[config.mk]
export PLATFORM = sky130hd
export DESIGN_NAME = tick_scheduler
export DESIGN_NICKNAME = d
export VERILOG_FILES = /design/src/rtl/tick_sched_pkg.sv /design/src/rtl/tick_chan.sv /design/src/rtl/tick_scheduler.sv
export SDC_FILE = /design/constraint.sdc
export NUM_CORES = 1
export LEC_CHECK = 0
export BUFFER_PORTS_ARGS = -buffer_cell sky130_fd_sc_hd__clkbuf_2
export CORE_UTILIZATION = 55
export DETAILED_ROUTE_END_ITERATION = 8
export PLACE_DENSITY = 0.75
export SYNTH_ARGS = -nofsm -noshare
export SYNTH_HDL_FRONTEND = slang
export SYNTH_SLANG_ARGS = --single-unit
[constraint.sdc]
create_clock -name sys_clk -period 3.85 [get_ports sys_clk]
set_clock_uncertainty 0.15 [all_clocks]
set_input_delay 0.5775 -clock sys_clk [delete_from_list [all_inputs] [get_ports sys_clk]]
set_output_delay 0.5775 -clock sys_clk [all_outputs]
set_load 0.05 [all_outputs]
[src/rtl/tick_sched_pkg.sv]
// Shared types and constants for the tick scheduler and its channels.
package tick_sched_pkg;

  // Config-port sequencer states.
  typedef enum logic [1:0] {
    ST_INIT  = 2'd0,
    ST_IDLE  = 2'd1,
    ST_APPLY = 2'd2
  } sched_state_e;

  localparam int DIV_W_DEFAULT = 16;

  // Standard ratios: 8 kHz sample tick from 61.44 MHz, and a 30-sample frame tick.
  localparam int DIV_8K = 7680;
  localparam int DIV_30 = 30;

  // Channel index width; never narrower than one bit.
  function automatic int ch_index_width(input int num_ch);
    return (num_ch > 1) ? $clog2(num_ch) : 1;
  endfunction

endpackage

[src/rtl/tick_chan.sv]
// One tick channel: active/shadow ratio, wrap counter and registered tick strobe.
module tick_chan
  import tick_sched_pkg::*;
#(
  parameter int DIV_W = DIV_W_DEFAULT
) (
  input  logic             sys_clk,
  input  logic             reset,
  input  logic             apply,
  input  logic             apply_en,
  input  logic [DIV_W-1:0] apply_div,
  input  logic             sync_start,
  output logic             tick,
  output logic             tick_next,
  output logic             active
);

  logic [DIV_W-1:0] div_q, div_d;
  logic [DIV_W-1:0] shadow_q, shadow_d;
  logic             pend_q, pend_d;
  logic [DIV_W-1:0] cnt_q, cnt_d;
  logic             en_q, en_d;
  logic             tick_q, tick_d;

  // Next state: free-running wrap first, then config write, then sync restart on top.
  always_comb begin
    div_d    = div_q;
    shadow_d = shadow_q;
    pend_d   = pend_q;
    cnt_d    = cnt_q;
    en_d     = en_q;
    tick_d   = 1'b0;

    if (en_q) begin
      if (cnt_q == div_q - 1'b1) begin
        cnt_d  = '0;
        tick_d = 1'b1;
        // A pending ratio only takes over at a period boundary.
        if (pend_q) begin
          div_d  = shadow_q;
          pend_d = 1'b0;
        end
      end else begin
        cnt_d = cnt_q + 1'b1;
      end
    end

    if (apply) begin
      if (!apply_en) begin
        en_d   = 1'b0;
        cnt_d  = '0;
        pend_d = 1'b0;
        tick_d = 1'b0;
      end else if (!en_q) begin
        div_d = apply_div;
        cnt_d = '0;
        en_d  = 1'b1;
      end else begin
        shadow_d = apply_div;
        pend_d   = 1'b1;
      end
    end

    // Sync sees the post-config state so a same-edge config restarts aligned.
    if (sync_start && en_d) begin
      cnt_d  = '0;
      tick_d = 1'b0;
      if (pend_d) begin
        div_d  = shadow_d;
        pend_d = 1'b0;
      end
    end
  end

  // Channel state registers; reset drops any tick immediately.
  always_ff @(posedge sys_clk or negedge reset) begin
    if (!reset) begin
      div_q    <= '0;
      shadow_q <= '0;
      pend_q   <= 1'b0;
      cnt_q    <= '0;
      en_q     <= 1'b0;
      tick_q   <= 1'b0;
    end else begin
      div_q    <= div_d;
      shadow_q <= shadow_d;
      pend_q   <= pend_d;
      cnt_q    <= cnt_d;
      en_q     <= en_d;
      tick_q   <= tick_d;
    end
  end

  assign tick      = tick_q;
  assign tick_next = tick_d;
  assign active    = en_q;

endmodule

[src/rtl/tick_scheduler.sv]
// Top: config handshake sequencer, request validation, channel array and ch0 tick counter.
module tick_scheduler
  import tick_sched_pkg::*;
#(
  parameter int NUM_CH = 4,
  parameter int DIV_W  = DIV_W_DEFAULT,
  parameter int CH_W   = ch_index_width(NUM_CH)
) (
  input  logic              sys_clk,
  input  logic              reset,
  input  logic              cfg_valid,
  output logic              cfg_ready,
  input  logic [CH_W-1:0]   cfg_ch,
  input  logic [DIV_W-1:0]  cfg_div,
  input  logic              cfg_en,
  output logic              cfg_err,
  input  logic              sync_start,
  output logic [NUM_CH-1:0] tick,
  output logic [NUM_CH-1:0] ch_active,
  output logic [7:0]        wrap_cnt
);

  sched_state_e     state_q, state_d;
  logic [CH_W-1:0]  lat_ch_q, lat_ch_d;
  logic [DIV_W-1:0] lat_div_q, lat_div_d;
  logic             lat_en_q, lat_en_d;
  logic             lat_err_q, lat_err_d;
  logic [7:0]       wrap_cnt_q, wrap_cnt_d;

  logic             cfg_invalid;
  logic             apply_fire;
  logic [NUM_CH-1:0] tick_next_w;

  assign cfg_invalid = (32'(cfg_ch) >= 32'(NUM_CH)) || (cfg_en && (cfg_div == '0));

  // Sequencer: accept in IDLE, spend exactly one cycle in APPLY, then back to IDLE.
  always_comb begin
    state_d   = state_q;
    lat_ch_d  = lat_ch_q;
    lat_div_d = lat_div_q;
    lat_en_d  = lat_en_q;
    lat_err_d = lat_err_q;
    case (state_q)
      ST_INIT:  state_d = ST_IDLE;
      ST_IDLE: begin
        if (cfg_valid) begin
          state_d   = ST_APPLY;
          lat_ch_d  = cfg_ch;
          lat_div_d = cfg_div;
          lat_en_d  = cfg_en;
          lat_err_d = cfg_invalid;
        end
      end
      ST_APPLY: state_d = ST_IDLE;
      default:  state_d = ST_INIT;
    endcase
  end

  // Sequencer and config latch registers.
  always_ff @(posedge sys_clk or negedge reset) begin
    if (!reset) begin
      state_q   <= ST_INIT;
      lat_ch_q  <= '0;
      lat_div_q <= '0;
      lat_en_q  <= 1'b0;
      lat_err_q <= 1'b0;
    end else begin
      state_q   <= state_d;
      lat_ch_q  <= lat_ch_d;
      lat_div_q <= lat_div_d;
      lat_en_q  <= lat_en_d;
      lat_err_q <= lat_err_d;
    end
  end

  assign cfg_ready  = (state_q == ST_IDLE);
  assign apply_fire = (state_q == ST_APPLY) && !lat_err_q;
  assign cfg_err    = (state_q == ST_APPLY) && lat_err_q;

  for (genvar gi = 0; gi < NUM_CH; gi++) begin : g_chan
    tick_chan #(
      .DIV_W(DIV_W)
    ) u_chan (
      .sys_clk    (sys_clk),
      .reset      (reset),
      .apply      (apply_fire && (lat_ch_q == CH_W'(gi))),
      .apply_en   (lat_en_q),
      .apply_div  (lat_div_q),
      .sync_start (sync_start),
      .tick       (tick[gi]),
      .tick_next  (tick_next_w[gi]),
      .active     (ch_active[gi])
    );
  end

  // Only channel 0's next-tick feeds the counter; the rest are folded here on purpose.
  logic unused_tick_next;
  assign unused_tick_next = ^tick_next_w;

  // Count ch0 ticks in step with the tick register; sync restarts the count.
  always_comb begin
    wrap_cnt_d = wrap_cnt_q + {7'd0, tick_next_w[0]};
    if (sync_start) wrap_cnt_d = '0;
  end

  // Channel-0 tick counter register.
  always_ff @(posedge sys_clk or negedge reset) begin
    if (!reset) wrap_cnt_q <= '0;
    else        wrap_cnt_q <= wrap_cnt_d;
  end

  assign wrap_cnt = wrap_cnt_q;

endmodule

After elaboration in Yosys (flattened, before gate mapping)
Cells that the tools add are included.
- reduce and logical (&&, ||, !) cells: 17
- add/sub/neg operators: 9
- equality and inequality tests: 10
- mux-type cells: 120
- operator list (operator ; count):
    16-bit two-way mux ; 68
    16-bit by 1-bit adder with 16-bit output (second input constant) ; 4
    16-bit == test ; 4
    16-bit by 1-bit subtractor with 16-bit output (second input constant) ; 4
    1-bit two-way mux ; 49
    16-bit logical NOT ; 1
    1-bit logical AND ; 11
    8-bit by 1-bit adder with 8-bit output ; 1
    8-bit two-way mux ; 1
    2-bit == test (second input constant) ; 3
    2-bit by 1-bit == test with 1-bit output (second input constant) ; 2
    2-bit logical NOT ; 2
    2-bit one-hot mux with 2 select lines ; 1
    2-bit two-way mux ; 1
    2-bit inequality test (second input constant) ; 1
    2-bit AND reduction ; 1
    2-bit OR reduction ; 1
    1-bit logical NOT ; 1
- output and inout bits: 18
- bits in registers: 234
- word-level logic and storage cells: 186
- input bits: 23

Logic depth before layout (Yosys ltp)
- depth after elaboration: 9
- mapped depth: 13
- mapped depth without buffers: 13

Cells and area by module
A second synthesis with hierarchy kept.
- cells, all modules: 1545
- area, all modules: 14496.4 µm²
- modules (own cells, without submodules) (module ; area an instance (µm²) ; times used ; cells an instance ; sequential area each (µm²)):
    tick_chan (g_chan[0].u_chan ...) ; 3418.3 ; 2 ; 362 ; 1276.2
    tick_chan (g_chan[2].u_chan ...) ; 3205.6 ; 2 ; 363 ; 1276.2
    tick_scheduler ; 1248.7 ; 1 ; 95 ; 750.7

Worst setup path after synthesis
No wires, ideal clock.
- kind: register to register
- start: register g_chan[0].u_chan.div_q[0]
- end: register g_chan[0].u_chan.div_q[12]
- arrival: 3.369 ns
- required time: 3.572 ns
- cell stages (with the launch flop): 12
- period minus slack after synthesis: 3.646 ns
- library setup time: 0.128 ns
- buffers on the path: 1
- setup slack: 0.204 ns
- cells stage by stage: dfrtp_1 > inv_1 > ha_1 > or4b_2 > or2_2 > o41ai_1 > o22ai_1 > nor4_4 > buf_4 > mux2i_1 > a21oi_1 > mux2_1
- cells in the longest elaborated chain, start to end: 9
- elaborated cells on any way between the ends: 14
- classes of those cells: 1 x add/sub; 1 x eq/ne; 12 x mux
- RTL lines (element ; line ; text):
    start: declaration ; tick_chan.sv:18 ; logic [DIV_W-1:0] div_q, div_d;
    start signal: assignment ; tick_chan.sv:85 ; div_q <= div_d;
    16-bit by 1-bit subtractor with 16-bit output * ; tick_chan.sv:35 ; if (cnt_q == div_q - 1'b1) begin
    16-bit == test * ; tick_chan.sv:35 ;
    16-bit two-way mux or 1-bit two-way mux (tied branches) ; tick_chan.sv:35 ;
    16-bit two-way mux or 1-bit two-way mux (tied branches) ; tick_chan.sv:34 ; if (en_q) begin
    16-bit two-way mux or 1-bit two-way mux (tied branches) ; tick_chan.sv:54 ; end else if (!en_q) begin
    16-bit two-way mux or 1-bit two-way mux (tied branches) ; tick_chan.sv:49 ; if (!apply_en) begin
    16-bit two-way mux or 1-bit two-way mux (tied branches) ; tick_chan.sv:48 ; if (apply) begin
    16-bit two-way mux ; tick_chan.sv:68 ; if (pend_d) begin
    16-bit two-way mux * ; tick_chan.sv:65 ; if (sync_start && en_d) begin
    net g_chan[0].u_chan.div_d[12] ; tick_chan.sv:18 ;
Mark *: on every way through the listed nets, which the timed path passes. The rest lies on a longest branch.
A chain may end at the register's enable or synchronous reset.

Final worst setup path
- start: register g_chan[0].u_chan.div_q[0]
- end: register wrap_cnt_q[5], in the netlist wrap_cnt[5]
- cells in the longest elaborated chain, start to end: 9
- RTL lines (element ; line ; text):
    16-bit by 1-bit subtractor with 16-bit output * ; tick_chan.sv:35 ;
    16-bit == test * ; tick_chan.sv:35 ;
    1-bit two-way mux * ; tick_chan.sv:35 ;
    1-bit two-way mux * ; tick_chan.sv:34 ;
    1-bit two-way mux ; tick_chan.sv:49 ;
    1-bit two-way mux * ; tick_chan.sv:48 ;
    1-bit two-way mux * ; tick_chan.sv:65 ;
    net g_chan[0].u_chan.tick_next ; tick_chan.sv:14 ; output logic tick_next,
    8-bit by 1-bit adder with 8-bit output * ; tick_scheduler.sv:102 ; wrap_cnt_d = wrap_cnt_q + {7'd0, tick_next_w[0]};
    8-bit two-way mux * ; tick_scheduler.sv:103 ; if (sync_start) wrap_cnt_d = '0;
    net wrap_cnt_d[5] ; tick_scheduler.sv:28 ; logic [7:0] wrap_cnt_q, wrap_cnt_d;
    end signal: assignment ; tick_scheduler.sv:109 ; else wrap_cnt_q <= wrap_cnt_d;
    end: declaration ; tick_scheduler.sv:28 ;
Marks and branches as above.

==> impl_metrics.tcl <==
set metrics [dict create \
    status "completed" \
    diodes 0 \
    synth_cells 1451 \
    finalCritPeriodShare 0.9578 \
    fillers 2003 \
    die_w_um 159.1 \
    critPathArrivalTime_ps 3940 \
    synth_edf_count 0 \
    p_per_area_mw_per_mm2 695.6 \
    cp.required_ps 4100 \
    min_path_type "input port to register" \
    root_buffer "clkbuf_16" \
    fmax_mhz 271.2 \
    yosysWarnings 0 \
    tns_ps 0 \
    grt_start_max_net_pins 103 \
    reg2reg_depth 14 \
    leakage_nw 7.113 \
    holdCritStartpoint "cfg_ch[0]" \
    start_util 0.5600 \
    post-cts-setup-buffer-count 0 \
    worstPathCellList "inv_1 > ha_2 > or4b_4 > or3_1 > a221oi_2 > nand4_1 > nor4_2 > buf_4 > and4_1 > ha_2 > and3_1 > nand3_1 > xor2_1 > nor2_1" \
    path_clk_slew_ps 60 \
    grt_pass1_vias 10630 \
    vias 11070 \
    cpMaxStageDelayCell "or4b_4" \
    synth_ff_type "dfrtp_1" \
    path_common_cell "ha_2" \
    route.detailed.drc 0 \
    setup_viol 0 \
    syn_area_mm2 0.01358 \
    rr_endpoint "wrap_cnt[5]" \
    whs_path_depth 3 \
    grt-ovfl-total 0 \
    cp-end-kind "register" \
    synth_area_leaders "dfrtp_1 43%, xor2_1 5.4%, mux2_2 5.4%, nor2_1 4.9%, mux2i_1 3.9%" \
    grtUsageTotal 0.2671 \
    fin_crit_ps 3688 \
    gp_congestion 0.9034 \
    finish.instance_area_mm2 0.01510 \
    cts_buffer_depth 3 \
    worst_slew_pin_slew_ps 907.8 \
    ys_seq_area_frac 0.4312 \
    yosys-top-cells-count "234 x dfrtp_1, 176 x nor2_1, 137 x nand2_1" \
    nNetsFinal 1508 \
    instances_no_fill 1819 \
    finalHoldViolCount 0 \
    r2r_start "g_chan[0].u_chan.div_q[0]" \
    vias_per_cell 6.086 \
    critPathMaxStageDelay_ps 510 \
    die_area_mm2 0.02532 \
    totalPowerFinal_mw 10.51 \
    core_mm2 0.02425 \
    synth_top_area_frac 0.4312 \
    final_util 0.6229 \
    antenna_found_initial 0 \
    startpoint_type "register" \
    dp.cells 1770 \
    maxCapViolCount 0 \
    synth_nets 1484 \
    reg2reg_slack_ps 160 \
    h-tree-depth 1 \
    max-vdd-ir-drop_mv 0.3794 \
    drive_gt1_frac 0.1559 \
    ys_async_sr_fraction 1.000 \
    wl_per_cell_um 18.45 \
    ys_types 79 \
    antenna_left 0 \
    io_pins 41 \
    cts_tree "done" \
    drt_iter0_drc 1031 \
    relSlewSlack 0.3931 \
    grt_pass1_wl_mm 54.97 \
    row_count 57 \
    postPlaceCellArea_mm2 0.01422 \
    dieHeight_um 159.1 \
    drv_slew 0 \
    cts_buffers 26 \
    cp_max_fo 5 \
    ys_seq_elements 234 \
    synth_most_common_cell "dfrtp_1" \
    worstSetupPathType "register to register" \
    holdPathEnd "lat_ch_q[0]" \
    clk_latency_ps 520 \
    numPortBuffers 40 \
    syn_to_final_growth_pct 11.23 \
    dp_hpwl_mm 23.19 \
    clkSinkCount 234 \
    yosysTopAreaCell "dfrtp_1" \
    avgSynthCellArea_um2 9.359 \
    first_pass_iters 7 \
    wirelength_mm 33.56 \
]
[layout make-up]
cell class | count | area, um2 | area share
inverter | 36 | 135.1 | 0.008946
clock buffer | 41 | 788.3 | 0.05219
multi-input combinational | 1080 | 7182 | 0.4755
timing repair buffer | 97 | 678.2 | 0.04490
clock inverter | 7 | 60.06 | 0.003976
sequential | 234 | 5856 | 0.3877
tap | 324 | 405.4 | 0.02684
[routing by layer]
layer,track usage,share of wire,vias to the layer above
li1,-,-,5217
met1,0.3629,0.43,5376
met2,0.4350,0.47,400
met3,0.04168,0.069,78
met4,0.09484,0.035,0
met5,0,0,-
[critical path, delay by kind of cell, from the launching register on]
family	cells	cell delay, ps
AND/OR/NAND/NOR	8	1910
adder cells (fa/ha/maj)	2	460
buffers and inverters	2	230
AO/OA/AOI/OAI	1	290
flip-flops	1	380
XOR/XNOR	1	140
[what timing repair did]
action	CTS	global route
endpoints found under the setup margin	4	7
pin swaps	1	1
gates resized for setup	1	5
hold endpoints to repair	61	0
hold buffers	1	0
[report_power, final]
part           total, mW  switching (mW)  internal, mW
Combinational       4.05            2.21          1.84
Clock               2.44           0.977          1.46
Sequential          4.01           0.990          3.02
Total               10.5            4.18          6.33
[flip-flops by register name, summed over array words and instances (netlist names)]
register,flops
lat_div_q,16
lat_err_q,1
g_chan.u_chan.div_q,64
g_chan.u_chan.pend_q,4
state_q,2
wrap_cnt,8
g_chan.u_chan.tick,4
g_chan.u_chan.active,4
lat_ch_q,2
lat_en_q,1
g_chan.u_chan.shadow_q,64
g_chan.u_chan.cnt_q,64
[logic make-up (layout without fill, tap and decap cells)]
| family | Yosys count | count (layout) | synth area share |
|---|---|---|---|
| mux | 122 | 122 | 0.09629 |
| xor+xnor | 134 | 134 | 0.08643 |
| compound gates | 238 | 238 | 0.1215 |
| simple gates | 576 | 576 | 0.2123 |
| flops | 234 | 234 | 0.4312 |
| buf+inv | 137 | 181 | 0.04303 |
| fa+ha+maj | 10 | 10 | 0.009214 |
[metrics by stage]
stage	hold slack [ps]	worst slack, ps
6_report	104.3	162.3
5_1_grt	105.5	-36.80
4_1_cts	86.20	15.56
3_5_place_dp	335.6	-27.65
3_3_place_gp	331.4	45.09
2_1_floorplan	131.9	203.8
[how the worst max path moves through the flow]
stage	slack, ps	from	to
3_5_place_dp	-30	g_chan[0].u_chan.div_q[1]	wrap_cnt[5]
4_1_cts	20	g_chan[0].u_chan.div_q[1]	wrap_cnt[5]
5_1_grt	-40	g_chan[0].u_chan.div_q[0]	wrap_cnt[7]
6_report	160	g_chan[0].u_chan.div_q[0]	wrap_cnt[5]
2_1_floorplan	200	g_chan[0].u_chan.div_q[0]	g_chan[0].u_chan.div_q[12]
3_3_place_gp	50	g_chan[0].u_chan.div_q[1]	wrap_cnt[7]
[placed cells by master, fill, tap and decap left out, types with 8 or more instances in the layout]
cell | Yosys | layout
o221ai_1 | 13 | 13
or3_1 | 26 | 26
nand4_1 | 22 | 22
nor2_1 | 176 | 176
nand3_1 | 38 | 38
xnor2_1 | 50 | 50
clkbuf_1 | 76 | 8
nand2_1 | 137 | 137
a211oi_1 | 25 | 24
o22ai_1 | 21 | 21
o21ai_0 | 57 | 57
clkbuf_2 | 0 | 39
a221oi_1 | 17 | 16
nor3_1 | 27 | 27
clkbuf_16 | 0 | 27
a31oi_1 | 8 | 8
o31ai_1 | 10 | 10
xor2_1 | 84 | 84
o211ai_1 | 9 | 9
mux2i_1 | 53 | 53
a21oi_1 | 30 | 30
inv_1 | 36 | 36
nor4_1 | 24 | 23
and3_1 | 36 | 36
dfrtp_1 | 234 | 234
nor2b_1 | 15 | 15
mux2_2 | 65 | 65
buf_4 | 12 | 53
nand2b_1 | 13 | 13
Note: power is estimated with default switching activity, not from simulation.
